--- config.mk ---
export PLATFORM = sky130hd
export DESIGN_NAME = shift_rx_deser
export DESIGN_NICKNAME = d
export VERILOG_FILES = /design/src/rtl/shift_rx_deser.sv
export SDC_FILE = /design/constraint.sdc
export NUM_CORES = 1
export LEC_CHECK = 0
export ABC_AREA = 1
export BUFFER_PORTS_ARGS = -buffer_cell sky130_fd_sc_hd__buf_2
export CORE_UTILIZATION = 30
export CTS_BUF_LIST = sky130_fd_sc_hd__clkbuf_4 sky130_fd_sc_hd__clkbuf_8
export DETAILED_ROUTE_END_ITERATION = 10
export PLACE_DENSITY_LB_ADDON = 0.15
export SLEW_MARGIN = 0
export SYNTH_ARGS = -nofsm -noshare
export SYNTH_HDL_FRONTEND = slang
export SYNTH_SLANG_ARGS = --single-unit
--- constraint.sdc ---
create_clock -name clk -period 1.8 [get_ports clk]
set_input_delay 0.09 -clock clk [delete_from_list [all_inputs] [get_ports clk]]
set_output_delay 0.09 -clock clk [all_outputs]
set_load 0.03 [all_outputs]
--- src/rtl/shift_rx_deser.sv ---
// Serial-to-parallel receiver: start-strobed frames of WIDTH bits, selectable bit order, abort on restart.
// Optional even-parity bit after the data word when PARITY_EN is defined.
module shift_rx_deser #(
    parameter int WIDTH = 4
) (
    input  logic             clk,
    input  logic             rst,
    input  logic             start,
    input  logic             sin,
    input  logic             sin_vld,
    input  logic             lsb_first,
    output logic [WIDTH-1:0] dout,
    output logic             dout_vld,
    output logic             busy,
    output logic             abort,
    output logic             par_err
);

    localparam int CW = $clog2(WIDTH + 1);

`ifdef PARITY_EN
    typedef enum logic [1:0] {IDLE, RECV, PAR} state_t;
`else
    typedef enum logic [1:0] {IDLE, RECV} state_t;
`endif

    state_t           state, state_nxt;
    logic [CW-1:0]    cnt;
    logic [WIDTH-1:0] sh;
    logic [WIDTH-1:0] sh_nxt;
    logic             lsb_r;
    logic             restart;
    logic             accept;
    logic             word_done;

    function automatic logic [WIDTH-1:0] shift_in(input logic [WIDTH-1:0] s,
                                                  input logic b,
                                                  input logic lsb);
        return lsb ? {b, s[WIDTH-1:1]} : {s[WIDTH-2:0], b};
    endfunction

    assign busy   = (state != IDLE);
    assign sh_nxt = shift_in(sh, sin, lsb_r);

    always_comb begin
        state_nxt = state;
        restart   = 1'b0;
        accept    = 1'b0;
        word_done = 1'b0;
        case (state)
            IDLE: begin
                if (start) begin
                    state_nxt = RECV;
                    restart   = 1'b1;
                end
            end
            RECV: begin
                if (start) begin
                    restart = 1'b1;
                end else if (sin_vld) begin
                    accept = 1'b1;
                    if (cnt == CW'(WIDTH - 1)) begin
`ifdef PARITY_EN
                        state_nxt = PAR;
`else
                        word_done = 1'b1;
                        state_nxt = IDLE;
`endif
                    end
                end
            end
`ifdef PARITY_EN
            PAR: begin
                if (start) begin
                    state_nxt = RECV;
                    restart   = 1'b1;
                end else if (sin_vld) begin
                    word_done = 1'b1;
                    state_nxt = IDLE;
                end
            end
`endif
            default: state_nxt = IDLE;
        endcase
    end

    always_ff @(posedge clk or posedge rst) begin
        if (rst) begin
            state    <= IDLE;
            cnt      <= '0;
            sh       <= '0;
            lsb_r    <= 1'b0;
            dout     <= '0;
            dout_vld <= 1'b0;
            abort    <= 1'b0;
        end else begin
            state    <= state_nxt;
            dout_vld <= word_done;
            // Only a restart that interrupts a frame counts as an abort.
            abort    <= restart && busy;
            if (restart) begin
                cnt   <= '0;
                sh    <= '0;
                lsb_r <= lsb_first;
            end else if (accept) begin
                cnt <= cnt + 1'b1;
                sh  <= sh_nxt;
            end
            if (word_done) begin
`ifdef PARITY_EN
                dout <= sh;
`else
                dout <= sh_nxt;
`endif
            end
        end
    end

`ifdef PARITY_EN
    always_ff @(posedge clk or posedge rst) begin
        if (rst) begin
            par_err <= 1'b0;
        end else if (word_done) begin
            par_err <= (^sh) ^ sin;
        end
    end
`else
    assign par_err = 1'b0;
`endif

endmodule

==> flow_summary.ini, run 1 <==
[run_status]
status = completed

[worst_setup_path]
crit_cells = 6
critPathMaxStageDelay_ps = 400
slowest_stage = dfrtp_1
critical_path_required_ps = 1980
crit_family = adder cells
worstPathArrival_ps = 1380
r2r_cells = 6
critical_path_class = reg -> reg
endpoint_kind = flop
crit_buf_inv = 0
worstPathCellList = ha_1, ha_1, nand3_1, nor2_2, nand2_1, nand2_1
cp_max_fo = 5
startpoint_type = flop

[timing]
fmax_mhz = 836
worstMarginPinSlew_ps = 577
hold_viol = 0
rsz0062_at_grt = no
finalHoldWorstSlack_ps = 17.1
drv_slew = 0
setup_tns_ps = 0
final-setup-viol-count = 0
maxSlewHeadroom = 0.615
finClkSkew_ps = 7.69
fin_crit_sh = 0.664
period_minus_slack_ps = 1200

[layout]
fin_cells = 124
diodes = 0
syn_to_final_growth_pct = 18.2
final_cell_mix = nand2_1 (35), dfrtp_1 (15), buf_2 (12), nand3_1 (5), inv_1 (5)
drive_gt1_frac = 0.250
layout_commonest_cell = nand2_1
nNetsFinal = 106

[global_route]
grt_pass1_vias = 520
track_usage = 0.119
grt_max_degree = 16
gr-total-overflow = 0
grt_antenna_before_repair = 0
grt_pass1_wl_um = 2190

[power_and_ir_drop]
power.internal_mw = 0.483
power_frac_seq = 0.541
total_power_mw = 0.674
ir_drop_v = 0.000259
p_clk_frac = 0.323
p_switching_mw = 0.191
power_density_nw_per_um2 = 813
leakage_nw = 0.458
power_frac_comb = 0.135
swShare = 0.283

[clocking]
holdBufCountCts = 1
path_clk_slew_ps = 100
cts_tree = built
ctsHtreeMaxLevel = 1
clk-insertion-delay-late_ps = 290
post_cts_resized = 0
clock-sinks = 15
post_cts_buffers = 0
numCtsBuffers = 3
clockBufferDepth = 2
cts_root_buf = clkbuf_4

[hold_path]
holdCritPathClass = in -> reg
hold_depth = 3

[drt]
drt_first_pass_iters = 4
wirelength_um = 1280
num_vias = 539
avgViaCountPerCell = 4.35
drtAntennaViolNets = 0
drt_iter0_markers = 16
wl_per_cell_um = 10.3
drcViolationCount = 0

[yosys]
yosysSeqAreaShare = 0.536
syn_nets = 89
synth_cell_types = 16
yosysTopAreaCell = dfrtp_1
synth_cells = 80
synth_top_area_frac = 0.536
avgSynthCellArea_um2 = 8.76
synthesis.area_um2 = 701
synth-seq-cells = 15
ys_warn_count = 0
synth.area.top_cells = dfrtp_1 (54%), nand2_1 (19%), ha_1 (5.4%)

[floorplanning]
die_w_um = 50.3
pin_count = 14
coreArea_um2 = 2210
die_y_um = 50.3
rows = 17
die_area_um2 = 2530
initial_core_util = 0.317

[placement]
placedCellCount = 119
place.gp.congestion = 0.729
portBuffers = 12
dp_hpwl_um = 932

[flow_run]
max_cap_violations = 0
power by group through the flow:
stage	Combinational [mW]	Clock [mW]	Sequential, mW
final	0.0912	0.218	0.365
after global routing	0.103	0.236	0.367
after CTS	0.0932	0.225	0.365
after detailed placement	0.0912	0	0.371
after global placement	0.0921	0	0.371
after floorplan	0.0490	0	0.386
synth_stat cells:
cell type,count
nand2_4,1
inv_1,5
dfrtp_1,15
nor2_2,1
buf_4,1
nor2_4,1
nand3_1,5
nand4_2,1
inv_4,1
ha_1,3
o21ai_2,2
nor2_1,4
nand2_2,1
conb_1,1
nand2_1,35
o21ai_0,3
per-layer routing:
metal,track usage,vias up,part of all wire
met5,0,-,0
li1,-,279,-
met2,0.193,18,0.47
met1,0.142,240,0.46
met3,0.0273,2,0.059
met4,0.0694,0,0.012
final timing paths:
kind / endpoint / startpoint / slack [ps]
min reg2reg: dout[1] / dout[1] / 480
min in group asynchronous: cnt[2] / rst / 390
max in group asynchronous: sh[0] / rst / 1030
min: lsb_r / lsb_first / 20
max: dout[2] / cnt[0] / 600
max reg2reg: dout[2] / cnt[0] / 600
flip-flops by register name, indices dropped and copies added, names as in the netlist:
signal,count
dout_vld,1
sh,4
abort,1
lsb_r,1
dout,4
cnt,3
state,1
per-stage QoR:
step | worst slack, ps | instance area, µm² | utilization
final | 604 | 828 | 0.374
after global routing | 462 | 828 | 0.374
after CTS | 605 | 828 | 0.374
after detailed placement | 614 | 788 | 0.356
after global placement | 641 | 788 | 0.356
after floorplan | 648 | 701 | -
cell families after synthesis:
logic type,count (synthesis),synth area share
adder cells (fa/ha/maj),3,0.0536
AO/OA/AOI/OAI,5,0.0464
flip-flops,15,0.536
AND/OR/NAND/NOR,49,0.312
buffers and inverters,7,0.0464
other,1,0.00535
worst reg2reg max path, stage by stage (launching register included):
cell and delay (ps):
dfrtp_1 400, ha_1 200, ha_1 220, nand3_1 110, nor2_2 60, nand2_1 70, nand2_1 50
final cells by class:
class                   count  area (µm²)
repair buffers             13        70.1
well taps                  28        35.0
inverters                   6        25.0
fillers                   244        1380
flip-flops and latches     15         375
clock buffers               4        30.0
multi-input cells          58         293
(Power assumes the default switching activity.)
==> run 2, diff against run 1 <==
--- a/config.mk
+++ b/config.mk
@@ -5,7 +5,7 @@
 export SDC_FILE = /design/constraint.sdc
 export NUM_CORES = 1
 export LEC_CHECK = 0
-export ABC_AREA = 1
+export ABC_AREA = 0
 export BUFFER_PORTS_ARGS = -buffer_cell sky130_fd_sc_hd__buf_2
 export CORE_UTILIZATION = 30
 export CTS_BUF_LIST = sky130_fd_sc_hd__clkbuf_4 sky130_fd_sc_hd__clkbuf_8
==> constraint.sdc (replaced) <==
create_clock -name clk -period 1.1 [get_ports clk]
set_input_delay 0.055 -clock clk [delete_from_list [all_inputs] [get_ports clk]]
set_output_delay 0.055 -clock clk [all_outputs]
set_load 0.03 [all_outputs]
==> flow_summary.ini, run 2 <==
[run_status]
status = finished with violations
violations = negative setup slack

[yosys]
syn_nets = 57
synthesis.area_um2 = 687
synth_cell_types = 19
synth_top_area_frac = 0.546
synth.area.top_cells = dfrtp_1 (55%), mux2_2 (6.6%), mux2_4 (6.6%)
synth_cells = 48
avgSynthCellArea_um2 = 14.3
yosys_most_used_dff = dfrtp_1
ys_warn_count = 0
yosysTopAreaCell = dfrtp_1
synth-seq-cells = 15
synth.most_common_cell = dfrtp_1
ys_top_cells_by_count = dfrtp_1 (15), a32o_1 (4), mux2_2 (4)
synthArstFlopShare = 1.00
yosysSeqAreaShare = 0.546
synth_edf_count = 0

[drt]
drt_iter0_markers = 9
drcViolationCount = 0
wirelength_um = 1290
drtAntennaViolNets = 0
num_vias = 476
avgViaCountPerCell = 4.53
wl_per_cell_um = 12.2
drt_first_pass_iters = 2

[floorplanning]
die_y_um = 49.9
coreArea_um2 = 2060
pin_count = 14
rows = 16
initial_core_util = 0.333
die_w_um = 49.9
die_area_um2 = 2490

[power_and_ir_drop]
power_frac_seq = 0.515
leakage_nw = 0.482
p_switching_mw = 0.321
ir_drop_v = 0.000642
p_clk_frac = 0.284
total_power_mw = 1.19
power.internal_mw = 0.873
swShare = 0.269
power_frac_comb = 0.201
power_density_nw_per_um2 = 1230

[global_route]
grt_pass1_vias = 497
track_usage = 0.129
use_met3 = 0.0463
use_met1 = 0.158
grt_max_degree = 10
gr-total-overflow = 0
grt_pass1_wl_um = 2290
busiest_layer = met2
grtUsageMet2 = 0.203
grt_antenna_before_repair = 0

[placement]
place_area_um2 = 880
dp_hpwl_um = 1010
place.gp.congestion = 0.758
pre_cts_slack_ps = -373
placedCellCount = 97
portBuffers = 12

[worst_setup_path]
startpoint_type = flop
critPathMaxStageDelay_ps = 390
endpoint_kind = flop
slowest_stage = dfrtp_1
r2r-start = cnt[0]
worstReg2RegEnd = dout[1]
rrSetupSlack_ps = -310
cp_max_fo = 5
worstPathArrival_ps = 1580
r2r_cells = 4
critical_path_required_ps = 1280
worstPathCellList = ha_2, ha_4, and4b_2, mux2_4
critical_path_class = reg -> reg

[clocking]
clock-sinks = 15
cts_tree = built
clockBufferDepth = 2
path_clk_slew_ps = 80
numCtsBuffers = 3
cts_root_buf = clkbuf_4
clk-insertion-delay-late_ps = 290
ctsHtreeMaxLevel = 1

[timing]
finalHoldWorstSlack_ps = 152
fin_crit_sh = 1.28
setup_tns_ps = -1500
rsz0062_at_grt = yes
finClkSkew_ps = 1.69
final-setup-viol-count = 9
period_minus_slack_ps = 1410
fmax_mhz = 711
drv_slew = 0
setup_ws_ps = -306
hold_viol = 0

[layout]
final_cell_mix = dfrtp_1 (13), buf_4 (13), buf_2 (11), mux2_4 (6), clkbuf_4 (4)
diodes = 0
largestRegisters = dout (4), sh (4), cnt (3)
drive_gt1_frac = 0.615
postLayoutCellArea_um2 = 975
syn_to_final_growth_pct = 41.9
nNetsFinal = 88
fin_cells = 105
fin_util = 0.473

[hold_path]
holdCritPathClass = in -> reg
holdPathEnd = abort
min-delay-start = start
hold_depth = 3

[flow_run]
max_cap_violations = 0
-- run 2: cell types whose count changed after synthesis, sizes merged, moves of 2 or more --
cell,change
nand3,-5
mux2i,+3
a32o,+4
mux2,+7
o21ai,-5
buf,+2
nor2,-6
inv,-3
nand2,-37
-- run 2: critical path, delay by kind of cell (launching register included) --
kind                     cells  cell delay [ps]
flip-flops                   1              390
adder cells (fa/ha/maj)      2              350
multiplexers                 1              310
AND/OR/NAND/NOR              1              250
-- run 2: routing by layer --
metal | up-vias | wire [µm]
met5 | - | 0
met4 | 0 | 32
met3 | 4 | 72
met2 | 15 | 572
met1 | 219 | 606
li1 | 238 | -
-- run 2: cells by family after synthesis --
logic type / after synthesis / share of synthesized area
other cells: 1 / 0.00546
mux: 10 / 0.175
simple gates: 4 / 0.0474
compound gates: 9 / 0.111
flops: 15 / 0.546
buf+inv: 6 / 0.0601
fa+ha+maj: 3 / 0.0547
-- run 2: area by class of cell --
type                    count  area (µm²)
multi-input cells          27         315
inverters                   3        11.3
well taps                  27        33.8
repair buffers             29         206
fillers                   194        1090
flip-flops and latches     15         378
clock buffers               4        30.0
-- run 2: worst max path at each step --
stage,from,to,slack (ps),depth (start not counted)
final,cnt[0],dout[1],-310,4
after global routing,cnt[0],dout[1],-350,4
after CTS,cnt[0],dout[1],-320,4
after detailed placement,cnt[1],dout[1],-370,4
after global placement,cnt[1],dout[0],-340,4
after floorplan,cnt[0],dout[0],-310,5
-- run 2: power by group through the flow --
stage | Combinational, mW | Clock, mW | Sequential, mW
2_1_floorplan | 0.102 | 0 | 0.673
3_3_place_gp | 0.229 | 0 | 0.626
3_5_place_dp | 0.231 | 0 | 0.626
4_1_cts | 0.240 | 0.360 | 0.615
5_1_grt | 0.262 | 0.388 | 0.621
6_report | 0.240 | 0.339 | 0.615
-- run 2: what timing repair did --
action	in CTS	in global routing
gates resized for setup	5	3
hold buffers	2	0
hold endpoints to repair	16	0
setup endpoints to repair	11	12
buffers inserted	1	1
pin swaps	6	0
